===== config.mk =====
export PLATFORM = sky130hd
export DESIGN_NAME = batch_scheduler
export DESIGN_NICKNAME = d
export VERILOG_FILES = /design/src/rtl/batch_scheduler_pkg.sv /design/src/rtl/batch_scheduler_core_slot.sv /design/src/rtl/batch_scheduler.sv
export SDC_FILE = /design/constraint.sdc
export NUM_CORES = 1
export LEC_CHECK = 0
export CORE_AREA = 2 2 198 200
export CTS_CLUSTER_DIAMETER = 60
export DETAILED_ROUTE_END_ITERATION = 8
export DIE_AREA = 0 0 200 202
export MAX_ROUTING_LAYER = met4
export PLACE_DENSITY = 0.55
export SLEW_MARGIN = 20
export SYNTH_ARGS = -nofsm -noshare
export SYNTH_HDL_FRONTEND = slang
export SYNTH_SLANG_ARGS = --single-unit
export TNS_END_PERCENT = 10

===== constraint.sdc =====
create_clock -name clk -period 3.15 [get_ports clk]
set_clock_uncertainty 0.15 [all_clocks]
set_input_delay 0.7875 -clock clk [delete_from_list [all_inputs] [get_ports clk]]
set_output_delay 0.7875 -clock clk [all_outputs]
set_load 0.01 [all_outputs]

===== src/rtl/batch_scheduler_pkg.sv =====
// Shared definitions for the batch scheduler.
//   slot_state_e    : per-core slot state encoding (IDLE/BUSY/DONE/DRAIN, 2 bits)
//   *_DEF           : default pixel geometry (NUM_PIXELS, PIXEL_WIDTH, batch width)
//   STALL_W         : width of the optional stall counter (BATCH_SCHED_STATS_EN)
//   ptr_width()     : width of a pointer that indexes n cores (at least 1 bit)
package batch_scheduler_pkg;

  typedef enum logic [1:0] {
    SLOT_IDLE  = 2'd0,
    SLOT_BUSY  = 2'd1,
    SLOT_DONE  = 2'd2,
    SLOT_DRAIN = 2'd3
  } slot_state_e;

  localparam int NUM_PIXELS_DEF  = 8;
  localparam int PIXEL_WIDTH_DEF = 12;
  localparam int BATCH_W_DEF     = NUM_PIXELS_DEF * PIXEL_WIDTH_DEF;
  localparam int STALL_W         = 16;

  function automatic int ptr_width(input int n);
    return (n > 1) ? $clog2(n) : 1;
  endfunction

endpackage


===== src/rtl/batch_scheduler_core_slot.sv =====
// Tracks the life of one processor core's batch.
//   clk_i, reset_i : clock, synchronous active-high reset
//   start_i        : scheduler issued a batch to this core this cycle
//   done_i         : core finished (1-cycle pulse from the core)
//   retire_i       : scheduler moves this core's result into the fifo this cycle
//   flush_i        : new frame; abandon whatever this core holds
//   state_o        : current slot state (also serves as the debug view of the FSM)
module batch_scheduler_core_slot
  import batch_scheduler_pkg::*;
(
  input  logic        clk_i,
  input  logic        reset_i,
  input  logic        start_i,
  input  logic        done_i,
  input  logic        retire_i,
  input  logic        flush_i,
  output slot_state_e state_o
);

  slot_state_e state_q, state_d;

  always_ff @(posedge clk_i) begin
    if (reset_i) state_q <= SLOT_IDLE;
    else         state_q <= state_d;
  end

  always_comb begin
    state_d = state_q;
    case (state_q)
      // The scheduler never issues in a flush cycle, so start needs no flush guard.
      SLOT_IDLE:  if (start_i) state_d = SLOT_BUSY;
      // A done landing in the flush cycle already satisfies the drain.
      SLOT_BUSY: begin
        if (flush_i)     state_d = done_i ? SLOT_IDLE : SLOT_DRAIN;
        else if (done_i) state_d = SLOT_DONE;
      end
      SLOT_DONE:  if (flush_i || retire_i) state_d = SLOT_IDLE;
      SLOT_DRAIN: if (done_i) state_d = SLOT_IDLE;
      default:    state_d = SLOT_IDLE;
    endcase
  end

  always_comb begin
    state_o = state_q;
  end

endmodule


===== src/rtl/batch_scheduler.sv =====
// Spreads the pixel batches of one frame across NUM_CORES processors,
// issuing round-robin and retiring strictly in issue order into pixel_fifo.
//   clk, reset     : clock, synchronous active-high reset
//   new_frame      : pulse; abandon the current frame and restart at batch 0
//   fifo_room      : pixel_fifo can take one batch
//   core_start     : one-hot start pulse, batch_index valid alongside it
//   core_done      : per-core done pulse; core_result slice k held until next start
//   fifo_enqueue   : registered enqueue strobe, fifo_value registered data
//   frame_complete : level, every batch of the frame has been retired
//   stall_count    : only with BATCH_SCHED_STATS_EN; saturating count of cycles the
//                    fifo had room but the head slot had no result
// Core protocol: core_start[k] is a single-cycle command with no back-pressure;
// core k answers with exactly one core_done[k] pulse at least one cycle later and
// holds its result until its next start.
module batch_scheduler
  import batch_scheduler_pkg::*;
#(
  parameter int NUM_CORES         = 4,
  parameter int NUM_PIXELS        = NUM_PIXELS_DEF,
  parameter int PIXEL_WIDTH       = PIXEL_WIDTH_DEF,
  parameter int BATCHES_PER_FRAME = 9600,
  parameter int IDX_W             = 14
) (
  input  logic                                      clk,
  input  logic                                      reset,
  input  logic                                      new_frame,
  input  logic                                      fifo_room,
  output logic [NUM_CORES-1:0]                      core_start,
  output logic [IDX_W-1:0]                          batch_index,
  input  logic [NUM_CORES-1:0]                      core_done,
  input  logic [NUM_CORES*NUM_PIXELS*PIXEL_WIDTH-1:0] core_result,
  output logic                                      fifo_enqueue,
  output logic [NUM_PIXELS*PIXEL_WIDTH-1:0]         fifo_value,
`ifdef BATCH_SCHED_STATS_EN
  output logic [STALL_W-1:0]                        stall_count,
`endif
  output logic                                      frame_complete
);

  localparam int BATCH_W = NUM_PIXELS * PIXEL_WIDTH;
  localparam int PTR_W   = ptr_width(NUM_CORES);
  localparam int CNT_W   = IDX_W + 1;  // must reach BATCHES_PER_FRAME itself
  localparam logic [PTR_W-1:0] PTR_LAST = PTR_W'(NUM_CORES - 1);
  localparam logic [CNT_W-1:0] CNT_END  = CNT_W'(BATCHES_PER_FRAME);

  slot_state_e          slot_state [NUM_CORES];
  logic [BATCH_W-1:0]   result_arr [NUM_CORES];
  logic [NUM_CORES-1:0] slot_start, slot_retire;
  logic                 issue_ok, retire_ok;

  logic [PTR_W-1:0]     issue_ptr_q, issue_ptr_d, retire_ptr_q, retire_ptr_d;
  logic [CNT_W-1:0]     issued_q, issued_d, retired_q, retired_d;
  logic [NUM_CORES-1:0] core_start_q, core_start_d;
  logic [IDX_W-1:0]     batch_index_q, batch_index_d;
  logic                 fifo_enqueue_q, fifo_enqueue_d;
  logic [BATCH_W-1:0]   fifo_value_q, fifo_value_d;
  logic                 frame_complete_q, frame_complete_d;

  for (genvar k = 0; k < NUM_CORES; k++) begin : g_slot
    assign result_arr[k] = core_result[k*BATCH_W +: BATCH_W];

    batch_scheduler_core_slot u_slot (
      .clk_i    (clk),
      .reset_i  (reset),
      .start_i  (slot_start[k]),
      .done_i   (core_done[k]),
      .retire_i (slot_retire[k]),
      .flush_i  (new_frame),
      .state_o  (slot_state[k])
    );
  end

  // A slot freed by retire only reads IDLE next cycle, so issue and retire can
  // never hit the same slot in one cycle.
  always_comb begin
    issue_ok    = (slot_state[issue_ptr_q] == SLOT_IDLE) && (issued_q < CNT_END) && !new_frame;
    retire_ok   = (slot_state[retire_ptr_q] == SLOT_DONE) && fifo_room && !new_frame;
    slot_start  = '0;
    slot_retire = '0;
    if (issue_ok)  slot_start[issue_ptr_q]   = 1'b1;
    if (retire_ok) slot_retire[retire_ptr_q] = 1'b1;
  end

  always_comb begin
    issue_ptr_d    = issue_ptr_q;
    retire_ptr_d   = retire_ptr_q;
    issued_d       = issued_q;
    retired_d      = retired_q;
    core_start_d   = slot_start;
    batch_index_d  = batch_index_q;
    fifo_enqueue_d = retire_ok;
    fifo_value_d   = fifo_value_q;
    if (new_frame) begin
      issue_ptr_d  = '0;
      retire_ptr_d = '0;
      issued_d     = '0;
      retired_d    = '0;
    end else begin
      if (issue_ok) begin
        batch_index_d = issued_q[IDX_W-1:0];
        issued_d      = issued_q + 1'b1;
        issue_ptr_d   = (issue_ptr_q == PTR_LAST) ? '0 : issue_ptr_q + 1'b1;
      end
      if (retire_ok) begin
        fifo_value_d = result_arr[retire_ptr_q];
        retired_d    = retired_q + 1'b1;
        retire_ptr_d = (retire_ptr_q == PTR_LAST) ? '0 : retire_ptr_q + 1'b1;
      end
    end
    // retired cannot pass the end, so this holds until the next restart.
    frame_complete_d = (retired_d == CNT_END);
  end

  always_ff @(posedge clk) begin
    if (reset) begin
      issue_ptr_q      <= '0;
      retire_ptr_q     <= '0;
      issued_q         <= '0;
      retired_q        <= '0;
      core_start_q     <= '0;
      batch_index_q    <= '0;
      fifo_enqueue_q   <= 1'b0;
      fifo_value_q     <= '0;
      frame_complete_q <= 1'b0;
    end else begin
      issue_ptr_q      <= issue_ptr_d;
      retire_ptr_q     <= retire_ptr_d;
      issued_q         <= issued_d;
      retired_q        <= retired_d;
      core_start_q     <= core_start_d;
      batch_index_q    <= batch_index_d;
      fifo_enqueue_q   <= fifo_enqueue_d;
      fifo_value_q     <= fifo_value_d;
      frame_complete_q <= frame_complete_d;
    end
  end

  assign core_start     = core_start_q;
  assign batch_index    = batch_index_q;
  assign fifo_enqueue   = fifo_enqueue_q;
  assign fifo_value     = fifo_value_q;
  assign frame_complete = frame_complete_q;

`ifdef BATCH_SCHED_STATS_EN
  logic [STALL_W-1:0] stall_q, stall_d;

  always_comb begin
    stall_d = stall_q;
    if (new_frame) begin
      stall_d = '0;
    end else if (fifo_room && (slot_state[retire_ptr_q] != SLOT_DONE) && (stall_q != '1)) begin
      stall_d = stall_q + 1'b1;
    end
  end

  always_ff @(posedge clk) begin
    if (reset) stall_q <= '0;
    else       stall_q <= stall_d;
  end

  assign stall_count = stall_q;
`endif

endmodule


==> results.ini <==
[run_status]
status=finished clean

[worst_hold_path]
hold_depth=2
min_from=issued_q[14]
hold-path-endpoint=issued_q[14]
hold_path_class=register to register

[placed_design]
gp_congestion=0.863
dp_cells=1840
dp_hpwl_um=27500
numPortBuffers=507

[clock_tree]
cts_root_buffer=clkbuf_16
clkTransAtPathRegs_ns=0.07
clkSinkCount=158
cts_htree_levels=4
clockBufferDepth=2
hold_buffers=0
cts_setup_buffers=0
insertion_delay_ns=0.44
cts_buffers=17
tritoncts=done
post_cts.resized_instances=0

[synth]
ys_warn_count=0
ys_types=43
synth.ff_latch_count=158
post-synth-top-area-cell=dfxtp_1
syn-instance-count=865
synth_fp_nets=1267
ys_top_cells_by_count=209 x nand2_1, 158 x dfxtp_1, 109 x a21oi_1
synth_ff_type=dfxtp_1
async_flop_share_pct=0
syn_area_per_cell_sq_um=9.73
synth-edff-count=0
netlist_area_sq_um=8420
synthDominantCellAreaShare_pct=37.6
synth_area_leaders=dfxtp_1 38%, mux4_2 26%, nand2_1 9.3%
synth-seq-area-share_pct=37.6
yosys.cell_count.top_type=nand2_1

[sta]
setup_tns_ns=0
slew_headroom_pct=44.3
grt_setup_unrepaired=false
fin_crit_sh_pct=79.1
min_period_ns=2.49
worst_slew_pin_slew_ns=0.836
final-hold-violation-count=0
drv_slew=0
final-setup-viol-count=0
max_freq_ghz=0.401

[floorplanning]
floorplan.initialDensity_pct=22.0
die_w_um=200
die_area_sq_um=40400
core_sq_um=38300
die_h_um=202
rows=72
io-pin-count=508

[detailed_routing]
ant_nets=0
wl_per_cell_um=18.5
wirelength_um=34700
drt_iter0_drc=249
drt_pass1_iterations=4
via_per_inst=4.50
drc_errors=0
vias=8418

[setup_path]
cp.arrival_ns=2.69
r2r-end=frame_complete
critPathMaxFanout=9
worst_ep_required_time_ns=3.34
crit_type=register to register
critPathLaunchType=register
r2r_setup_slack_ns=0.66
r2r_cells=6
end_kind=register
worstReg2RegStart=g_slot[0].u_slot.state_o[0]

[power]
p_per_area_nw_per_um2=337
p_leak_uw=0.00482
power_uw=4970
peakVddDrop_mv=0.238

[global_route]
grt_util_all_layers_pct=17.6
grt_max_degree=101
gr-total-overflow=0
antenna_found_initial=0
grt_pass1_vias=8820
grt_pass1_wl_um=51500

[layout]
syn_to_final_growth_pct=74.9
final-instance-count-excl-fill=1872
final_nets=1743
drive_gt1_share_pct=12.1
fill_cells=3832
n_antenna_cell=0

[flow_run]
maxCapViolations=0

-- cells in the final DEF, fill, tap and decap left out, types with 2 or more instances in the layout --
master / n
and3_1: 4
nor4_1: 2
mux2_2: 3
mux2i_1: 15
clkdlybuf4s50_1: 506
xnor2_1: 7
buf_4: 13
nand2b_1: 5
o21ai_0: 9
ha_1: 10
and2_1: 7
clkinvlp_4: 4
nand2_1: 209
clkbuf_8: 2
buf_12: 7
dfxtp_4: 2
inv_8: 2
a31oi_1: 5
nor3b_1: 2
nor2b_1: 12
clkinv_8: 2
inv_1: 7
mux4_2: 99
o31ai_1: 2
inv_6: 4
dfxtp_1: 156
xor2_1: 18
and4_1: 4
nor2_1: 63
clkbuf_16: 17
nand3_1: 10
nor3_1: 5
nand4_1: 10
a211oi_1: 6
a21oi_1: 109
-- registers in the layout, indices dropped and copies added (netlist names) --
name / flops
batch_index: 14
core_start: 4
fifo_enqueue: 1
fifo_value: 96
frame_complete: 1
g_slot.u_slot.state_o: 8
issue_ptr_q: 2
issued_q: 15
retire_ptr_q: 2
retired_q: 15
-- worst max-delay path, stage by stage (launching register included) --
cell,delay (ns)
dfxtp_1,0.36
nand2b_1,0.16
mux4_2,0.57
or4_1,0.55
a21oi_2,0.16
nand4_1,0.11
a2111oi_2,0.33
-- area by class of cell --
class                           count  area, sq um  area share (%)
Clock buffer                       19          453            3.08
Multi-Input combinational cell    630         4970            33.8
Tap cell                          518          648            4.40
Timing Repair Buffer              526         5300            36.0
Inverter                            8         30.0           0.204
Clock inverter                     13          150            1.02
Sequential cell                   158         3170            21.5
-- cells by family after synthesis --
kind of cell	share of synthesized area [%]
simple gates	17.2
xor+xnor	2.60
mux	28.7
compound gates	8.93
fa+ha+maj	1.49
buf+inv	3.52
flops	37.6
-- layer usage --
metal  GRT usage (%)  vias up  part of all wire, %  wire length, um
li1                -     4046                    -                -
met1            19.8     4038                   40            13900
met3            4.36       38                  6.1             2120
met2            30.5      296                   51            17800
met4            5.69        0                  2.6              903
met5               -        -                    0                0
-- worst max path at each step --
| stage | startpoint | endpoint | slack, ns | depth (start not counted) |
|---|---|---|---|---|
| detailed placement | fifo_room | frame_complete | 0.25 | 6 |
| floorplan | retire_ptr_q[1] | frame_complete | 0.70 | 7 |
| global route | g_slot[0].u_slot.state_o[0] | frame_complete | 0.53 | 6 |
| CTS | g_slot[0].u_slot.state_o[0] | frame_complete | 0.64 | 6 |
| global placement | fifo_room | frame_complete | 0.29 | 6 |
| finish | g_slot[0].u_slot.state_o[0] | frame_complete | 0.66 | 6 |
-- per-stage QoR --
stage / worst slack [ns] / hold WS, ns / instance area [sq um] / util, %
finish: 0.658 / 0.292 / 14700 / 38.5
global route: 0.526 / 0.304 / 14700 / 38.5
CTS: 0.640 / 0.292 / 14700 / 38.5
detailed placement: 0.247 / 0.270 / 14100 / 36.9
global placement: 0.288 / 0.266 / 14100 / 36.9
floorplan: 0.699 / 0.259 / 8420 / -
-- where the power goes --
group / internal [uW] / switching (uW)
clock network: 1160 / 955
logic: 590 / 230
registers: 2010 / 13.6
total: 3770 / 1200
No activity file was read; power rests on OpenSTA's default activity.
